$ cat config.mk
export PLATFORM = sky130hd
export DESIGN_NAME = obd_responder
export DESIGN_NICKNAME = d
export VERILOG_FILES = /design/src/rtl/obd_responder.sv
export SDC_FILE = /design/constraint.sdc
export NUM_CORES = 1
export LEC_CHECK = 0
export ABC_CLOCK_PERIOD_IN_PS = 3000
export CAP_MARGIN = 0
export CORE_ASPECT_RATIO = 2
export CORE_UTILIZATION = 49
export DETAILED_ROUTE_END_ITERATION = 12
export PLACE_DENSITY = 0.76
export SLEW_MARGIN = 20
export SYNTH_ARGS = -nofsm -noshare
export SYNTH_HDL_FRONTEND = slang
export SYNTH_SLANG_ARGS = --single-unit
$ cat constraint.sdc
create_clock -name clk -period 3 [get_ports clk]
set_input_delay 0.3 -clock clk [delete_from_list [all_inputs] [get_ports clk]]
set_output_delay 0.3 -clock clk [all_outputs]
set_load 0.005 [all_outputs]
$ cat src/rtl/obd_responder.sv
// ----------------------------------------------------------------------------
// obd_responder
// Serial OBD-style diagnostic responder. Receives 2-byte requests (mode, pid)
// on a UART RX line and answers with a snapshot of the vehicle physics outputs
// on a UART TX line, 8N1 framing, CLKS_PER_BIT clocks per bit.
//
// Ports
//   clk, rst        system clock; asynchronous active-high reset
//   speed .. engine_on  live vehicle telemetry, sampled once per response
//   rx              UART receive line (idle high, asynchronous to clk)
//   tx              UART transmit line (idle high)
//   busy            high from request accept until the last stop bit ends
//   frame_err       one-cycle pulse when an RX stop bit is sampled low
//   resp_count      number of completed responses (wraps)
// ----------------------------------------------------------------------------
module obd_responder #(
   parameter int CLKS_PER_BIT = 434,
   parameter int TIMEOUT_BITS = 20
) (
   input  logic        clk,
   input  logic        rst,
   input  logic [7:0]  speed,
   input  logic [13:0] rpm,
   input  logic [7:0]  fuel,
   input  logic [7:0]  temp,
   input  logic [31:0] odometer_raw,
   input  logic [2:0]  gear_num,
   input  logic        ess_trigger,
   input  logic        engine_on,
   input  logic        rx,
   output logic        tx,
   output logic        busy,
   output logic        frame_err,
   output logic [15:0] resp_count
);

   localparam int CW = $clog2(CLKS_PER_BIT + 1);
   localparam logic [CW-1:0] BIT_LAST  = CW'(CLKS_PER_BIT - 1);
   localparam logic [CW-1:0] HALF_LAST = CW'(CLKS_PER_BIT / 2 - 1);
   localparam int TO_CYCLES = TIMEOUT_BITS * CLKS_PER_BIT;
   localparam int TW = $clog2(TO_CYCLES + 1);
   localparam logic [TW-1:0] TO_LIMIT = TW'(TO_CYCLES);

   typedef enum logic [1:0] {RX_IDLE, RX_START, RX_DATA, RX_STOP} rx_state_t;
   typedef enum logic [1:0] {WAIT_MODE, WAIT_PID, LOAD, SEND} state_t;

   // ------------------------------------------------------------------------
   // RX deserializer
   // ------------------------------------------------------------------------
   rx_state_t       r_rx_state;
   logic            r_rx_meta, r_rx_sync, r_rx_prev;
   logic [CW-1:0]   r_rx_cnt;
   logic [2:0]      r_rx_bit;
   logic [7:0]      r_rx_shift;
   logic            r_frame_err;

   logic            w_start_det;
   logic            w_rx_stop_pt;
   logic            w_rx_done;
   logic            w_rx_ferr;

   assign w_start_det  = (r_rx_state == RX_IDLE) && r_rx_prev && !r_rx_sync;
   assign w_rx_stop_pt = (r_rx_state == RX_STOP) && (r_rx_cnt == BIT_LAST);
   assign w_rx_done    = w_rx_stop_pt &&  r_rx_sync;
   assign w_rx_ferr    = w_rx_stop_pt && !r_rx_sync;

   always_ff @(posedge clk or posedge rst) begin
      if (rst) begin
         r_rx_meta   <= 1'b1;
         r_rx_sync   <= 1'b1;
         r_rx_prev   <= 1'b1;
         r_rx_state  <= RX_IDLE;
         r_rx_cnt    <= '0;
         r_rx_bit    <= '0;
         r_rx_shift  <= '0;
         r_frame_err <= 1'b0;
      end else begin
         // NOTE: non-blocking assignments here let every register see the
         // pre-edge value of its neighbours, which is what hardware flops do.
         r_rx_meta   <= rx;
         r_rx_sync   <= r_rx_meta;
         r_rx_prev   <= r_rx_sync;
         r_frame_err <= w_rx_ferr;
         case (r_rx_state)
            RX_IDLE: begin
               if (w_start_det) begin
                  r_rx_state <= RX_START;
                  r_rx_cnt   <= '0;
               end
            end
            RX_START: begin
               // Re-check the line at half-bit to reject glitches.
               if (r_rx_cnt == HALF_LAST) begin
                  r_rx_cnt   <= '0;
                  r_rx_bit   <= '0;
                  r_rx_state <= r_rx_sync ? RX_IDLE : RX_DATA;
               end else begin
                  r_rx_cnt <= r_rx_cnt + CW'(1);
               end
            end
            RX_DATA: begin
               if (r_rx_cnt == BIT_LAST) begin
                  r_rx_cnt   <= '0;
                  r_rx_shift <= {r_rx_sync, r_rx_shift[7:1]};
                  r_rx_bit   <= r_rx_bit + 3'd1;
                  if (r_rx_bit == 3'd7) r_rx_state <= RX_STOP;
               end else begin
                  r_rx_cnt <= r_rx_cnt + CW'(1);
               end
            end
            RX_STOP: begin
               if (r_rx_cnt == BIT_LAST) begin
                  r_rx_cnt   <= '0;
                  r_rx_state <= RX_IDLE;
               end else begin
                  r_rx_cnt <= r_rx_cnt + CW'(1);
               end
            end
            default: r_rx_state <= RX_IDLE;
         endcase
      end
   end

   // ------------------------------------------------------------------------
   // Response builder. Registering this into r_buf during LOAD is the
   // snapshot: all multi-byte values are captured in the same cycle.
   // ------------------------------------------------------------------------
   state_t          r_state;
   logic [7:0]      r_mode, r_pid;
   logic [3:0][7:0] r_buf;
   logic [3:0][7:0] w_buf;
   logic [2:0]      w_len;
   logic [15:0]     w_rpm_x4;
   logic [15:0]     w_odo_sat;

   always_comb begin
      // NOTE: every output gets a default first so no path leaves a value
      // held, which would otherwise infer a latch.
      w_rpm_x4  = {rpm, 2'b00};
      w_odo_sat = (|odometer_raw[31:16]) ? 16'hFFFF : odometer_raw[15:0];
      w_buf[0]  = 8'h7F;
      w_buf[1]  = 8'h01;
      w_buf[2]  = 8'h12;
      w_buf[3]  = 8'h00;
      w_len     = 3'd3;
      if (r_mode != 8'h01) begin
         w_buf[1] = r_mode;
         w_buf[2] = 8'h11;
      end else begin
         case (r_pid)
            8'h0C: begin
               w_buf[0] = 8'h41; w_buf[1] = 8'h0C;
               w_buf[2] = w_rpm_x4[15:8]; w_buf[3] = w_rpm_x4[7:0];
               w_len    = 3'd4;
            end
            8'h0D: begin w_buf[0] = 8'h41; w_buf[1] = 8'h0D; w_buf[2] = speed; end
            8'h05: begin w_buf[0] = 8'h41; w_buf[1] = 8'h05; w_buf[2] = temp + 8'd40; end
            8'h2F: begin w_buf[0] = 8'h41; w_buf[1] = 8'h2F; w_buf[2] = fuel; end
            8'h31: begin
               w_buf[0] = 8'h41; w_buf[1] = 8'h31;
               w_buf[2] = w_odo_sat[15:8]; w_buf[3] = w_odo_sat[7:0];
               w_len    = 3'd4;
            end
            8'hE0: begin
               w_buf[0] = 8'h41; w_buf[1] = 8'hE0;
               w_buf[2] = {ess_trigger, engine_on, 3'b000, gear_num};
            end
            default: ;
         endcase
      end
   end

   // NOTE: the response buffer is always written in LOAD before SEND reads
   // it, so it carries no reset and stays out of the reset tree.
   always_ff @(posedge clk) begin
      if (r_state == LOAD) r_buf <= w_buf;
   end

   // ------------------------------------------------------------------------
   // Parser + transmitter FSM
   // ------------------------------------------------------------------------
   logic [TW-1:0]   r_to_cnt;
   logic            r_tx, r_busy;
   logic [15:0]     r_resp_count;
   logic [CW-1:0]   r_tx_cnt;
   logic [3:0]      r_tx_bit;       // 0 = start, 1..8 = data, 9 = stop
   logic [8:0]      r_tx_shift;     // remaining data bits + stop bit
   logic [1:0]      r_byte_idx;
   logic [2:0]      r_len;

   always_ff @(posedge clk or posedge rst) begin
      if (rst) begin
         r_state      <= WAIT_MODE;
         r_mode       <= '0;
         r_pid        <= '0;
         r_to_cnt     <= '0;
         r_tx         <= 1'b1;
         r_busy       <= 1'b0;
         r_resp_count <= '0;
         r_tx_cnt     <= '0;
         r_tx_bit     <= '0;
         r_tx_shift   <= '0;
         r_byte_idx   <= '0;
         r_len        <= '0;
      end else begin
         case (r_state)
            WAIT_MODE: begin
               if (w_rx_done) begin
                  r_mode   <= r_rx_shift;
                  r_to_cnt <= '0;
                  r_state  <= WAIT_PID;
               end
            end
            WAIT_PID: begin
               // Frame error outranks timeout; both land in WAIT_MODE.
               if (w_rx_ferr) begin
                  r_state <= WAIT_MODE;
               end else if (w_rx_done) begin
                  r_pid   <= r_rx_shift;
                  r_busy  <= 1'b1;
                  r_state <= LOAD;
               end else if (w_start_det) begin
                  r_to_cnt <= '0;
               end else if (r_to_cnt >= TO_LIMIT) begin
                  r_state <= WAIT_MODE;
               end else begin
                  r_to_cnt <= r_to_cnt + TW'(1);
               end
            end
            LOAD: begin
               // Byte 0 is taken straight from the builder; later bytes
               // come from r_buf, written this same cycle.
               r_len      <= w_len;
               r_byte_idx <= '0;
               r_tx       <= 1'b0;
               r_tx_cnt   <= '0;
               r_tx_bit   <= '0;
               r_tx_shift <= {1'b1, w_buf[0]};
               r_state    <= SEND;
            end
            SEND: begin
               if (r_tx_cnt == BIT_LAST) begin
                  r_tx_cnt <= '0;
                  if (r_tx_bit == 4'd9) begin
                     if ({1'b0, r_byte_idx} == r_len - 3'd1) begin
                        r_tx         <= 1'b1;
                        r_busy       <= 1'b0;
                        r_resp_count <= r_resp_count + 16'd1;
                        r_state      <= WAIT_MODE;
                     end else begin
                        r_byte_idx <= r_byte_idx + 2'd1;
                        r_tx       <= 1'b0;
                        r_tx_bit   <= '0;
                        r_tx_shift <= {1'b1, r_buf[r_byte_idx + 2'd1]};
                     end
                  end else begin
                     r_tx       <= r_tx_shift[0];
                     r_tx_shift <= {1'b0, r_tx_shift[8:1]};
                     r_tx_bit   <= r_tx_bit + 4'd1;
                  end
               end else begin
                  r_tx_cnt <= r_tx_cnt + CW'(1);
               end
            end
            default: r_state <= WAIT_MODE;
         endcase
      end
   end

   assign tx         = r_tx;
   assign busy       = r_busy;
   assign frame_err  = r_frame_err;
   assign resp_count = r_resp_count;

endmodule

==> flow_summary.ini, run 1 <==
[outcome]
outcome = complete, but fails checks
violations = design-rule violations

[placed_design]
place_hpwl_mm = 12.08
dp.cells = 868
place.gp.congestion = 0.8712
place.port_buffers = 96
dp_slack_ps = 551.1

[hold_path]
hold_path.class = in -> reg

[layout]
syn_to_final_growth_pct = 28.34
instances_no_fill = 900
n_antenna_cell = 0
fin_nets = 826
layout-drive-gt1-share = 0.1364

[clock_tree]
cts_root_buffer = clkbuf_16
clk_path_buf_depth = 2
cts-resized-gates = 0
cts.clk_slew.worst_paths_ps = 60
htreeDepth = 4
clk_latency_ps = 410
postCtsSetupBuffers = 0
clock_sinks = 127
cts_hold_buffers = 0
numCtsBuffers = 17
cts_tree = done

[yosys]
ys_seq_area_frac = 0.5029
async_flop_share = 0.8031
synth.cell_area_um2 = 6579
ys_warn_count = 0
dominantRegCellSynth = dfrtp_1
synth.distinct_cells = 64
synth_nets = 724
yosysTopAreaCellShare = 0.3728
avgSynthCellArea_um2 = 10.39
synth.ff_latch_count = 127
yosys-top-cells-area = dfrtp_1 37%, edfxtp_1 11%, mux2_2 5.3%
netlist_instances = 633
synth_top_area_cell = dfrtp_1
synth_edf_count = 25

[detailed_routing]
wl_per_cell_um = 18.06
wl_mm = 16.25
drtIter0Drc = 344
firstDrtPassIters = 9
route.detailed.drc = 8
viasPerCell = 6.077
ant_nets = 0
vias = 5469

[global_route]
grt_pass1_wl_mm = 26.81
grt_start_max_net_pins = 47
grt.total_usage = 0.2444
grt_pass1_vias = 5726
antenna_found_initial = 0
overflow = 0

[floorplan]
dieArea_um2 = 13920
io_pins = 97
core_area_um2 = 13070
dieWidth_um = 83.94
num_rows = 59
die_height_um = 165.9
start_util = 0.5035

[worst_setup_path]
required_ps = 3330
crit_type = reg -> reg
arrival_ps = 2810
start_kind = register
crit_path_max_fanout = 7
crit_path_end_kind = register

[sta]
fin_setup_tns_ps = 0
slew_headroom = 0.5475
timing.hold.ws_ps = 288.4
tightest_slew_ps = 671.7
rsz0062_at_grt = false
hold_viol = 0
maxSlewViolCount = 0
setup_viol = 0
layout_worst_path_cycle_share = 0.8257
fmax_mhz = 403.7
skew_ps = 9.283
finalCriticalPeriod_ps = 2477
layout_setup_ws_ps = 522.8

[power_and_ir_drop]
p_leak_uw = 0.003395
irDropWorstVdd_uv = 392.1
power.density_nw_per_um2 = 534.7

[run]
drv_cap = 0
[stage by stage]
stage          total power, µW  area (µm²)    util
3_5_place_dp              2250        7765  0.5943
4_1_cts                   4549        8443  0.6462
2_1_floorplan             2076        6579       -
3_3_place_gp              2228        7765  0.5943
5_1_grt                   4658        8443  0.6462
6_report                  4514        8443  0.6462
[placed cells by master (no fill, tap or decap), types with 5 or more instances in the layout]
master           synthesis  final
inv_1                   23     22
ha_1                    13     13
xnor2_1                 12     12
clkbuf_16                0     19
buf_4                    0     16
clkdlybuf4s50_1          0     96
xor2_1                   8      8
nand4_1                  9      9
and3_1                  10     10
nor4_1                   9      8
nor2_1                  21     20
o31ai_1                 15     15
mux4_2                   5      5
o21bai_1                 5      5
mux2_2                  31     31
or3_1                    6      6
a21o_1                   6      6
and2_1                   8      8
o22ai_1                  6      6
nor3_1                   6      6
a21oi_1                 33     33
o22a_1                   5      5
dfrtp_1                 98     98
o21ai_0                 49     49
o21a_1                   7      7
or4_1                    5      5
nand2_1                 70     70
nand3_1                 28     28
a31oi_1                 12     12
edfxtp_1                25     25
[Yosys cell counts, types with 3 or more instances]
library cell,instances
nor2b_1,4
o31ai_1,15
nand2b_1,4
and3_1,10
a222oi_1,4
xor2_1,8
a21oi_1,33
and2_1,8
a31oi_1,12
nand4b_1,3
a22o_1,4
o21ai_0,49
o41ai_1,3
nor2_1,21
and4_1,4
nor3b_1,3
or2_2,3
inv_1,23
o21bai_1,5
ha_1,13
or4_1,5
nand3_1,28
nor3_1,6
nand4_1,9
dfstp_2,4
nor4bb_1,3
nor3_2,3
mux4_2,5
mux2_2,31
dfrtp_1,98
or3_1,6
o22a_1,5
nor4b_1,3
o221a_2,3
nor4_1,9
nand3b_1,4
o22ai_1,6
nand2_1,70
mux2i_1,3
clkbuf_1,26
a22oi_1,3
o21a_1,7
xnor2_1,12
edfxtp_1,25
a21o_1,6
[area by class of cell]
cell class | instances | area [µm²]
repair buffers | 113 | 1101
inverters | 23 | 88.84
multi-input cells | 453 | 3077
fillers | 1011 | 4623
flip-flops and latches | 127 | 3308
clock inverters | 8 | 143.9
well taps | 152 | 190.2
clock buffers | 24 | 534.3
[worst paths after layout]
path | startpoint | end | slack (ps) | depth (start not counted)
max | r_tx_cnt[6] | resp_count[9] | 520 | 5
min | rx | r_rx_meta | 290 | 1
max reg2reg | r_tx_cnt[6] | resp_count[9] | 520 | 5
min reg2reg | r_rx_meta | r_rx_sync | 360 | 0
max in group asynchronous | rst | tx | 2010 | 3
min in group asynchronous | rst | r_pid[6] | 310 | 2
[flip-flops by register name (all words and copies together) (netlist names), 2 cells and up, named ones only]
register	flops
r_to_cnt	14
r_rx_shift	8
r_rx_cnt	9
r_mode	8
r_pid	8
r_buf	25
r_tx_bit	4
r_rx_bit	3
r_tx_shift	9
r_len	2
r_tx_cnt	9
r_byte_idx	2
resp_count	16
[cells by family (layout without fill, tap and decap cells)]
group | after synthesis | after routing | synth area share
buffers and inverters | 53 | 168 | 0.03081
and+or+nand+nor | 212 | 212 | 0.1735
xor gates and xnor gates | 20 | 20 | 0.02663
DFF | 127 | 127 | 0.5029
muxes | 39 | 39 | 0.07474
adders and majority gates | 13 | 13 | 0.02472
AOI/OAI and AO/OA | 169 | 169 | 0.1668
[routing by layer]
metal / share of wire / GRT usage
met1: 0.37 / 0.2569
met5: 0 / 0
met3: 0.028 / 0.04473
met2: 0.56 / 0.4555
met4: 0.038 / 0.1237
[report_power, final]
| part | switching [µW] | internal [µW] |
|---|---|---|
| Sequential | 90.0 | 1810 |
| Clock | 713 | 1580 |
| Combinational | 134 | 186 |
[critical path, cell delays in order, from the launching register on]
cell and delay, ps:
dfrtp_1 440, or4b_4 570, or2_1 320, or4_1 710, nor2_1 200, xor2_1 150
Power figures use the tool's default switching activity.
==> run 2, diff against run 1 <==
Settings changed: ABC_CLOCK_PERIOD_IN_PS 3000 to 2440, CORE_UTILIZATION 49 to 55, PLACE_DENSITY 0.76 to 0.81.
Clock period 3 ns to 2.44 ns, I/O delays scaled along.
==> run 2 against run 1 <==
  * The run now ends clean
  * Clock-buffer cell count is 2 lower
  * Global-route usage is 4.2 points higher
  * Maximum frequency is 7.9% higher
  * Sequential cell count stayed put
  * Setup slack worse by 380 ps
  * Non-clock buffer count is 17 higher
  * Clock skew is 1.4 ps lower
  * Final cell count is 1.1% higher
  * Sequential share of layout area is 0.20 points lower
  * Worst hold slack worse by 57 ps
  * Critical path type unchanged
  * Largest cell class unchanged
==> flow_summary.ini, run 2 (synthesized netlist as in run 1, its figures left out) <==
[run]
drv_cap = 0

[floorplan]
num_rows = 56
die_height_um = 156.7
dieArea_um2 = 12430
io_pins = 97
core_area_um2 = 11700
start_util = 0.5622
dieWidth_um = 79.34

[detailed_routing]
wl_mm = 16.72
drtIter0Drc = 518
vias = 5597
route.detailed.drc = 0
firstDrtPassIters = 5
wl_met1_mm = 5.975
ant_nets = 0
wl_per_cell_um = 18.37
highest_layer = met4
wl_met3_um = 577
wl_met2_mm = 9.569
viasPerCell = 6.151

[outcome]
outcome = complete, no violations

[placed_design]
place.port_buffers = 96
dp.cells = 878
place_hpwl_mm = 12.27
post_dp_cell_area_um2 = 7898
place.gp.congestion = 0.8877
dp_slack_ps = 82.62

[layout]
largest-register = r_buf
syn_to_final_growth_pct = 29.00
fin_nets = 843
instances_no_fill = 910
multi_input_area_um2 = 3110
layout-drive-gt1-share = 0.1608
largest_register_ffs = 25
fin_area_um2 = 8487
fill_cells = 803
final_cell_mix = 98 x dfrtp_1, 96 x clkdlybuf4s50_1, 70 x nand2_1
layout_commonest_cell = dfrtp_1
n_antenna_cell = 0
regArea_um2 = 3308

[global_route]
overflow = 0
grt.total_usage = 0.2863
grt_pass1_wl_mm = 27.21
grt_pass1_vias = 5775
antenna_found_initial = 0
grt_start_max_net_pins = 28

[worst_setup_path]
cp_cell_sequence = or4b_4 -> or2_1 -> or3_1 -> nor3_1 -> xnor2_1
critical_path_buf_inv_count = 0
cp_slowest_cell = or4b_4
required_ps = 2780
start_kind = register
arrival_ps = 2640
critical_path.top_delay_family = simple AND/OR/NAND/NOR gates
crit_path_max_incr_delay_ps = 540
crit_type = reg -> reg
crit_path_end_kind = register
crit_path_max_fanout = 7
rrSetupSlack_ps = 140

[clock_tree]
cts.clk_slew.worst_paths_ps = 50
cts_tree = done
clk_latency_ps = 420
htreeDepth = 4
cts_root_buffer = clkbuf_16
postCtsSetupBuffers = 0
numCtsBuffers = 17
clock_sinks = 127
clk_path_buf_depth = 2

[sta]
fmax_mhz = 435.4
fin_setup_tns_ps = 0
skew_ps = 7.912
finalCriticalPeriod_ps = 2297
layout_worst_path_cycle_share = 0.9413
tightest_slew_ps = 678.1
rsz0062_at_grt = false
timing.hold.ws_ps = 231.8
setup_viol = 0
slew_headroom = 0.5416
hold_viol = 0
maxSlewViolCount = 0
layout_setup_ws_ps = 143.2

[power_and_ir_drop]
p_leak_uw = 0.003433
irDropWorstVdd_uv = 544.9
power.density_nw_per_um2 = 600.3

[hold_path]
hold_path.class = in -> reg
==> run 2: what timing repair did <==
| item | 4_1_cts | 5_1_grt |
|---|---|---|
| setup endpoints to repair | 0 | 6 |
| resized for setup | 0 | 6 |
| hold buffers | 0 | 0 |
==> run 2: worst register-to-register path: stages (launching register included) <==
cell and delay, ps:
dfrtp_1 430, or4b_4 540, or2_1 290, or3_1 530, nor3_1 280, xnor2_1 150
==> run 2: worst paths after layout <==
path	cells after the start	end	startpoint
setup / recovery	5	resp_count[10]	r_tx_cnt[3]
hold / removal	1	r_rx_meta	rx
setup reg to reg	5	resp_count[10]	r_tx_cnt[3]
hold reg to reg	0	r_rx_sync	r_rx_meta
max in group asynchronous	3	r_rx_cnt[2]	rst
min in group asynchronous	2	r_rx_state[0]	rst
==> run 2: layout make-up <==
| cell class | instances | area share |
|---|---|---|
| well taps | 145 | 0.02138 |
| flip-flops and latches | 127 | 0.3898 |
| clock inverters | 10 | 0.007077 |
| repair buffers | 130 | 0.1462 |
| clock buffers | 22 | 0.05838 |
| inverters | 23 | 0.01061 |
| multi-input cells | 453 | 0.3665 |
==> run 2: per-layer routing <==
layer | global-route usage | vias up
met1 | 0.2906 | 2755
met2 | 0.5415 | 185
met3 | 0.05364 | 57
met4 | 0.1411 | 0
li1 | - | 2600
met5 | 0 | -
==> run 2: stage by stage <==
step | utilization | total power, µW
after CTS | 0.7224 | 5077
after floorplan | - | 2553
after global placement | 0.6749 | 2745
after global routing | 0.7253 | 5257
final | 0.7253 | 5095
after detailed placement | 0.6749 | 2771
==> run 2: power by group <==
group	internal [µW]	leakage [µW]	switching, µW
clock	1430	0.000277	907
sequential	2230	0.00163	112
combinational	247	0.00153	174
total	3900	0.00343	1190
